<file path="config.mk">
export PLATFORM = sky130hd
export DESIGN_NAME = dmem_sized_access
export DESIGN_NICKNAME = d
export VERILOG_FILES = /design/src/rtl/dmem_pkg.sv /design/src/rtl/dmem_lane_align.sv /design/src/rtl/dmem_sized_access.sv
export SDC_FILE = /design/constraint.sdc
export NUM_CORES = 2
export LEC_CHECK = 0
export BUFFER_PORTS_ARGS = -buffer_cell sky130_fd_sc_hd__buf_2
export CAP_MARGIN = 15
export CORE_ASPECT_RATIO = 1.2
export CORE_MARGIN = 8
export CORE_UTILIZATION = 65
export CTS_CLUSTER_DIAMETER = 100
export DETAILED_ROUTE_END_ITERATION = 16
export PLACE_DENSITY = 0.82
export RECOVER_POWER = 50
export SKIP_CTS_REPAIR_TIMING = 1
export SLEW_MARGIN = 0
export SYNTH_ARGS = -nofsm -noshare
export SYNTH_HDL_FRONTEND = slang
export SYNTH_SLANG_ARGS = --single-unit
</file>
<file path="constraint.sdc">
create_clock -name clk -period 12.55 [get_ports clk]
set_clock_uncertainty 0.2 [all_clocks]
set_input_delay 3.765 -clock clk [delete_from_list [all_inputs] [get_ports clk]]
set_output_delay 3.765 -clock clk [all_outputs]
set_load 0.03 [all_outputs]
</file>
<file path="src/rtl/dmem_pkg.sv">
// Shared types and helpers for the sized-access RV32 data memory.
package dmem_pkg;

    localparam logic [1:0] SZ_BYTE = 2'b00;
    localparam logic [1:0] SZ_HALF = 2'b01;
    localparam logic [1:0] SZ_WORD = 2'b10;

    typedef enum logic {
        ST_INIT,
        ST_READY
    } state_e;

    function automatic logic is_misaligned(
        input logic [1:0] size,
        input logic [1:0] off
    );
        return ((size == SZ_HALF) && off[0]) ||
               ((size == SZ_WORD) && (off != 2'b00));
    endfunction

endpackage

</file>
<file path="src/rtl/dmem_lane_align.sv">
// Byte-lane steering: store mask/replication and load extract/extend.
module dmem_lane_align
    import dmem_pkg::*;
(
    input  logic [1:0]  size_i,
    input  logic [1:0]  off_i,
    input  logic        uns_i,
    input  logic [31:0] wdata_i,
    input  logic [31:0] rword_i,
    output logic [3:0]  wmask_o,
    output logic [31:0] wrep_o,
    output logic [31:0] rdata_o
);

    logic [7:0]  ld_byte;
    logic [15:0] ld_half;

    assign ld_byte = rword_i[{off_i, 3'b000} +: 8];
    assign ld_half = off_i[1] ? rword_i[31:16] : rword_i[15:0];

    always_comb begin
        wmask_o = 4'b0000;
        wrep_o  = wdata_i;
        rdata_o = '0;
        case (size_i)
            SZ_BYTE: begin
                wmask_o = 4'b0001 << off_i;
                wrep_o  = {4{wdata_i[7:0]}};
                rdata_o = {{24{~uns_i & ld_byte[7]}}, ld_byte};
            end
            SZ_HALF: begin
                wmask_o = off_i[1] ? 4'b1100 : 4'b0011;
                wrep_o  = {2{wdata_i[15:0]}};
                rdata_o = {{16{~uns_i & ld_half[15]}}, ld_half};
            end
            SZ_WORD: begin
                wmask_o = 4'b1111;
                rdata_o = rword_i;
            end
            default: ;
        endcase
    end

endmodule

</file>
<file path="src/rtl/dmem_sized_access.sv">
// RV32 data memory: sized byte-addressed access, 1-cycle registered
// response, fault flagging and a sequential clear after reset.
module dmem_sized_access
    import dmem_pkg::*;
#(
    parameter int ADDR_W = 8,
    parameter int DEPTH  = 64
) (
    input  logic              clk,
    input  logic              reset,
    input  logic              req_valid,
    output logic              req_ready,
    input  logic              req_we,
    input  logic [1:0]        req_size,
    input  logic              req_unsigned,
    input  logic [ADDR_W-1:0] req_addr,
    input  logic [31:0]       req_wdata,
    output logic              rsp_valid,
    output logic [31:0]       rsp_rdata,
    output logic              rsp_fault,
    output logic              init_busy
);

    localparam int IW  = ADDR_W - 2;
    localparam int IWP = IW + 1;
    localparam int AW  = (DEPTH > 1) ? $clog2(DEPTH) : 1;
    localparam logic [IW:0]   DEPTH_C = IWP'(DEPTH);
    localparam logic [AW-1:0] LAST    = AW'(DEPTH - 1);

    logic [31:0]   mem_q [DEPTH];
    state_e        state_q;
    logic [AW-1:0] clr_idx_q;

    logic          rsp_valid_q, rsp_valid_d;
    logic          rsp_fault_q, rsp_fault_d;
    logic [31:0]   rsp_rdata_q, rsp_rdata_d;

    logic [IW-1:0] widx;
    logic [AW-1:0] aidx;
    logic [1:0]    off;
    logic          in_range;
    logic          fault;
    logic          accept;
    logic [31:0]   rword;
    logic [3:0]    wmask;
    logic [31:0]   wrep;
    logic [31:0]   ld_data;

    assign widx     = req_addr[ADDR_W-1:2];
    assign off      = req_addr[1:0];
    assign aidx     = widx[AW-1:0];
    assign in_range = {1'b0, widx} < DEPTH_C;
    assign fault    = (req_size == 2'b11) |
                      is_misaligned(req_size, off) |
                      ~in_range;
    assign rword    = in_range ? mem_q[aidx] : '0;

    assign req_ready = (state_q == ST_READY) & ~reset;
    assign init_busy = (state_q == ST_INIT);
    assign accept    = req_valid & req_ready;

    assign rsp_valid = rsp_valid_q;
    assign rsp_rdata = rsp_rdata_q;
    assign rsp_fault = rsp_fault_q;

    dmem_lane_align u_align (
        .size_i  (req_size),
        .off_i   (off),
        .uns_i   (req_unsigned),
        .wdata_i (req_wdata),
        .rword_i (rword),
        .wmask_o (wmask),
        .wrep_o  (wrep),
        .rdata_o (ld_data)
    );

    always_comb begin
        rsp_valid_d = accept;
        rsp_fault_d = rsp_fault_q;
        rsp_rdata_d = rsp_rdata_q;
        if (accept) begin
            rsp_fault_d = fault;
            rsp_rdata_d = (fault | req_we) ? '0 : ld_data;
        end
    end

    always_ff @(posedge clk) begin
        if (reset) begin
            state_q     <= ST_INIT;
            clr_idx_q   <= '0;
            rsp_valid_q <= 1'b0;
            rsp_fault_q <= 1'b0;
            rsp_rdata_q <= '0;
        end else begin
            rsp_valid_q <= rsp_valid_d;
            rsp_fault_q <= rsp_fault_d;
            rsp_rdata_q <= rsp_rdata_d;
            if (state_q == ST_INIT) begin
                clr_idx_q <= clr_idx_q + 1'b1;
                if (clr_idx_q == LAST) begin
                    state_q <= ST_READY;
                end
            end
        end
    end

    // Array has no reset; the INIT walk clears it one word per cycle.
    always_ff @(posedge clk) begin
        if (!reset) begin
            if (state_q == ST_INIT) begin
                mem_q[clr_idx_q] <= '0;
            end else if (accept & req_we & ~fault) begin
                for (int i = 0; i < 4; i++) begin
                    if (wmask[i]) begin
                        mem_q[aidx][8*i +: 8] <= wrep[8*i +: 8];
                    end
                end
            end
        end
    end

endmodule
</file>
; Word-level counts from Yosys, hierarchy flattened
; Memories as Yosys holds them, arrays and structs flattened.
; Index checks and enable logic that the tools add are counted.
[word_totals]
register_bits = 41
latchBits = 0
ram_bits = 2048
rom_bits = 0
inputBits = 47
word_cells = 65
memories = 1
[memory_table]
columns = name, depth, word_bits, read_ports, rd_clocked_by_memory_dff, wr, line
row1 = mem_q, 64, 32, 1, 0, 1, dmem_sized_access.sv:30  ; logic [31:0] mem_q [DEPTH];
[classes]
addsub = 1
mul = 0
div_mod_pow = 0
n_lt_le_gt_ge = 0
eq_ne = 4
shift = 2
n_mux = 34
bitwise = 12
reduce_logical = 6
[ops]
columns = operator, count
row1 = 32-bit case mux with 3 select lines, 1
row2 = 32-bit two-way mux, 2
row3 = 32-bit case mux with 2 select lines, 1
row4 = 32-bit OR reduction, 1
row5 = 32-bit by 6-bit variable part select with 8-bit output, 1
row6 = 1-bit two-way mux, 25
row7 = 16-bit two-way mux, 1
row8 = 4-bit case mux with 3 select lines, 1
row9 = 4-bit two-way mux, 2
row10 = "6-bit by 1-bit adder with 6-bit output, second input constant", 1
row11 = 1-bit AND, 6
row12 = "6-bit equality test, second input constant", 1
row13 = 6-bit two-way mux, 1
row14 = "2-bit equality test, second input constant", 2
row15 = 1-bit NOT, 4
row16 = "1-bit by 2-bit << shifter with 4-bit output, first input constant", 1
row17 = "2-bit by 1-bit equality test with 1-bit output, second input constant", 1
row18 = 1-bit logical AND, 2
row19 = 2-bit logical NOT, 1
row20 = 1-bit OR, 2
row21 = 2-bit nonzero test, 1
row22 = 1-bit logical OR, 1

; Logic depth before layout (Yosys ltp)
[depth]
word_depth = 12
ltp_mapped = 14
mapped_depth_nobuf = 8

; Hierarchy
; A second synthesis with hierarchy kept.
[hier_totals]
hier_cells = 3850
area_unflattened_um2 = 82336.5
[modules_own_cells]
columns = module, n_inst, cells_per_inst, area_each_um2
row1 = dmem_sized_access, 1, 3686, 81190.4
row2 = dmem_lane_align, 1, 164, 1146.1

; Least setup slack after synthesis
; No wires, ideal clock.
[synth_timing]
kind = in2out
from = input port reset
to = output port req_ready
arrival_time_ns = 4.228
required_ns = 8.585
setup_slack_ns = 4.357
stages = 1
path_buffers = 0
path_cell_list = nor2b_1
[synth_via]
elab_chain_cells = 2
[synth_lines]
columns = element, line
row1 = from (decl), dmem_sized_access.sv:10  ; input logic reset,
row2 = 1-bit NOT, dmem_sized_access.sv:58  ; assign req_ready = (state_q == ST_READY) & ~reset;
row3 = 1-bit AND, dmem_sized_access.sv:58
row4 = to (decl), dmem_sized_access.sv:12  ; output logic req_ready,
; Every way passes these cells.

; Worst setup path after layout
[layout_timing]
from = input port reset
to = memory mem_q[20][23], data pin
[layout_via]
elab_chain_cells = 11
word_cells_on_any_way = 23
cone_classes = mux (17) / bitwise (5) / reduce/logical (1)
[layout_lines]
columns = element, line
row1 = 1-bit NOT, dmem_sized_access.sv:58
row2 = 1-bit AND, dmem_sized_access.sv:58
row3 = 1-bit AND, dmem_sized_access.sv:60  ; assign accept = req_valid & req_ready;
row4 = 1-bit AND (2 in a row), dmem_sized_access.sv:112  ; end else if (accept & req_we & ~fault) begin
row5 = 1-bit two-way mux, dmem_sized_access.sv:112
row6 = 1-bit two-way mux, dmem_sized_access.sv:110  ; if (state_q == ST_INIT) begin
row7 = 1-bit two-way mux, dmem_sized_access.sv:109  ; if (!reset) begin
row8 = 1-bit two-way mux (implied by the code), dmem_sized_access.sv:115  ; mem_q[aidx][8*i +: 8] <= wrep[8*i +: 8];
row9 = 32-bit OR reduction (no source line) (*), n/a
row10 = 32-bit two-way mux (no source line) (*), n/a
row11 = to (decl), dmem_sized_access.sv:30
; Every way passes the cells marked *; elsewhere a longest branch is shown, timed or not.

==> flow_metrics.tcl <==
set metrics [dict create \
    status "finished, violations left" \
    violations "max-capacitance violations, max-slew violations" \
    ctsHtreeMaxLevel 4 \
    worst-path-max-fanout 38 \
    tns_ns 0 \
    synth_compound_area_share_pct 3.42 \
    grt_pass1_wl_mm 307 \
    num_rows 143 \
    ys_top_cells_by_count "2,048 x edfxtp_1, 480 x mux4_2, 305 x nor2_1" \
    avgViaCountPerCell 7.40 \
    ir_worst_vdd_mv 0.154 \
    routed_wl_mm 218 \
    num_vias 43500 \
    ys.flop_type "edfxtp_1" \
    clkTransAtPathRegs_ns 0.06 \
    coreArea_sq_um 126000 \
    antenna_found_initial 12 \
    yosys.area_share.simple_pct 3.23 \
    ant_nets 0 \
    use_met1_pct 39.0 \
    initial_core_util_pct 65.3 \
    rsz0062_at_grt "no" \
    worstPathRequired_ns 12.68 \
    clock_latency_ns 0.82 \
    top_usage_layer "met2" \
    tritoncts "built" \
    boundaryPins 83 \
    hold_path.class "flip-flop to flip-flop" \
    dp_hpwl_mm 123 \
    gr-total-overflow 0 \
    clock.fmax_ghz 0.0969 \
    slew_headroom_pct -150 \
    yosys.area.top_type "edfxtp_1" \
    synth_seq_area_share_pct 75.7 \
    netlist_instances 3967 \
    yosys_warnings 0 \
    chipHeight_um 406 \
    grt_use_met2_pct 48.2 \
    syn_area_per_cell_sq_um 20.8 \
    area_growth_pct 9.26 \
    die_x_um 341 \
    worstPathArrival_ns 10.45 \
    synth_xor_area_share_pct 0.0425 \
    cts_buffers 179 \
    criticalPathCategory "input port to flip-flop" \
    dr.pass1.iters 8 \
    gp_congestion 0.894 \
    clock_path_buffers 3 \
    setup_viol 0 \
    synth_most_common_cell "edfxtp_1" \
    final_nets 4108 \
    globalRouteMet3Util_pct 10.1 \
    grt_pass1_vias 43500 \
    finalCriticalPeriod_ns 10.32 \
    pwr_density_cell_nw_per_um2 153 \
    synth_top_area_share_pct 74.7 \
    timing.hold.ws_ns 0.285 \
    drive_gt1_share_pct 21.2 \
    synthMuxAreaShare_pct 15.7 \
    wl_per_cell_um 37.1 \
    cp-end-kind "flip-flop" \
    die-area_sq_um 138000 \
    synth_cell_types 73 \
    tightest_slew_ns 3.75 \
    min_period_over_period_pct 82.2 \
    p_leak_nw 32.7 \
    clkSinkCount 2089 \
    synth_area_sq_um 82400 \
    drc 0 \
    async_reset_ff_share_pct 0 \
    port_buffers 82 \
    grt_use_total_pct 30.8 \
    hold_viol_final 0 \
    synth_area_leaders "edfxtp_1 75%, mux4_2 13%, mux2i_1 1.5%" \
    ys_ff_latch 2089 \
    cp-start-kind "input port" \
    syn_nets 4015 \
    maxCapViolCount 34 \
    cts_root_buf "clkbuf_16" \
    grt_start_max_net_pins 142 \
    synth_top_family_by_area "multiplexers" \
    drt_iter0_drc 7504 \
    synth-edff-count 2048 \
    synthAdderAreaFrac_pct 0.0152 \
    slew_violations 2113 \
]
[sequential cells by signal (all words and copies together), names as in the netlist]
name	cells
rsp_fault	1
state_q	1
rsp_valid	1
mem_q	2048
clr_idx_q	6
rsp_rdata	32
[per-stage QoR]
step	instance area, sq um	power [mW]	setup WS [ns]	utilization, %	std cells
2_1_floorplan	82400	8.02	4.36	-	3967
3_3_place_gp	84300	8.14	2.84	66.8	5540
3_5_place_dp	84300	8.15	2.41	66.8	5540
4_1_cts	90300	13.8	3.17	71.6	5864
5_1_grt	90000	14.0	2.36	71.3	5870
6_report	90000	13.8	2.23	71.3	5875
[worst max-delay path: stages]
cell and delay [ns]:
clkbuf_1 0.60, nor2b_1 0.37, nand2_1 0.10, clkbuf_1 0.52, nor2b_1 0.40, clkbuf_1 0.72
nand2_4 0.51, nor2_1 1.93, clkbuf_1 1.47
[layer usage]
| metal | wire length (um) | share of wire [%] |
|---|---|---|
| met5 | 59 | 0.027 |
| met4 | 14600 | 6.7 |
| met3 | 30500 | 14 |
| met2 | 102000 | 47 |
| met1 | 70700 | 32 |
[power breakdown]
group          switching, mW  internal [mW]
Clock                   2.51           3.26
Sequential           0.00804           7.56
Combinational          0.305          0.149
Total                   2.82           11.0
[layout by cell type (no fill, tap or decap), types with 37 or more instances in the layout]
cell,count
a21oi_1,56
a221oi_1,47
a22oi_1,128
buf_2,45
buf_4,41
clkbuf_1,93
clkbuf_16,183
clkinv_1,44
dfxtp_1,41
edfxtp_1,2048
mux2i_1,125
mux4_2,480
nand2_1,123
nand3_1,37
nor2_1,299
[kinds of logic (layout without fill, tap and decap cells)]
group | after synthesis | in the layout
DFF | 2089 | 2089
muxes | 638 | 638
and+or+nand+nor | 599 | 599
AOI/OAI and AO/OA | 375 | 375
buffers and inverters | 261 | 497
xor gates and xnor gates | 4 | 4
adders and majority gates | 1 | 1
other | 0 | 5
[final cells by class]
class | count | area, sq um
timing repair buffer | 165 | 945
tap | 1667 | 2090
sequential | 2089 | 62300
clock buffer | 206 | 4670
clock inverter | 118 | 1320
multi-input combinational | 1617 | 18600
fill | 6747 | 36200
inverter | 8 | 32.5
antenna | 5 | 12.5
[path summary, 6_finish.rpt]
| check | start | endpoint | slack (ns) | cells after the start |
|---|---|---|---|---|
| setup / recovery | reset | mem_q[20][23] | 2.23 | 9 |
| hold reg to reg | rsp_rdata[9] | rsp_rdata[9] | 0.29 | 2 |
| setup reg to reg | state_q | mem_q[20][23] | 5.22 | 8 |
| hold / removal | rsp_rdata[9] | rsp_rdata[9] | 0.29 | 2 |
Note: power is estimated with default switching activity, not from simulation.
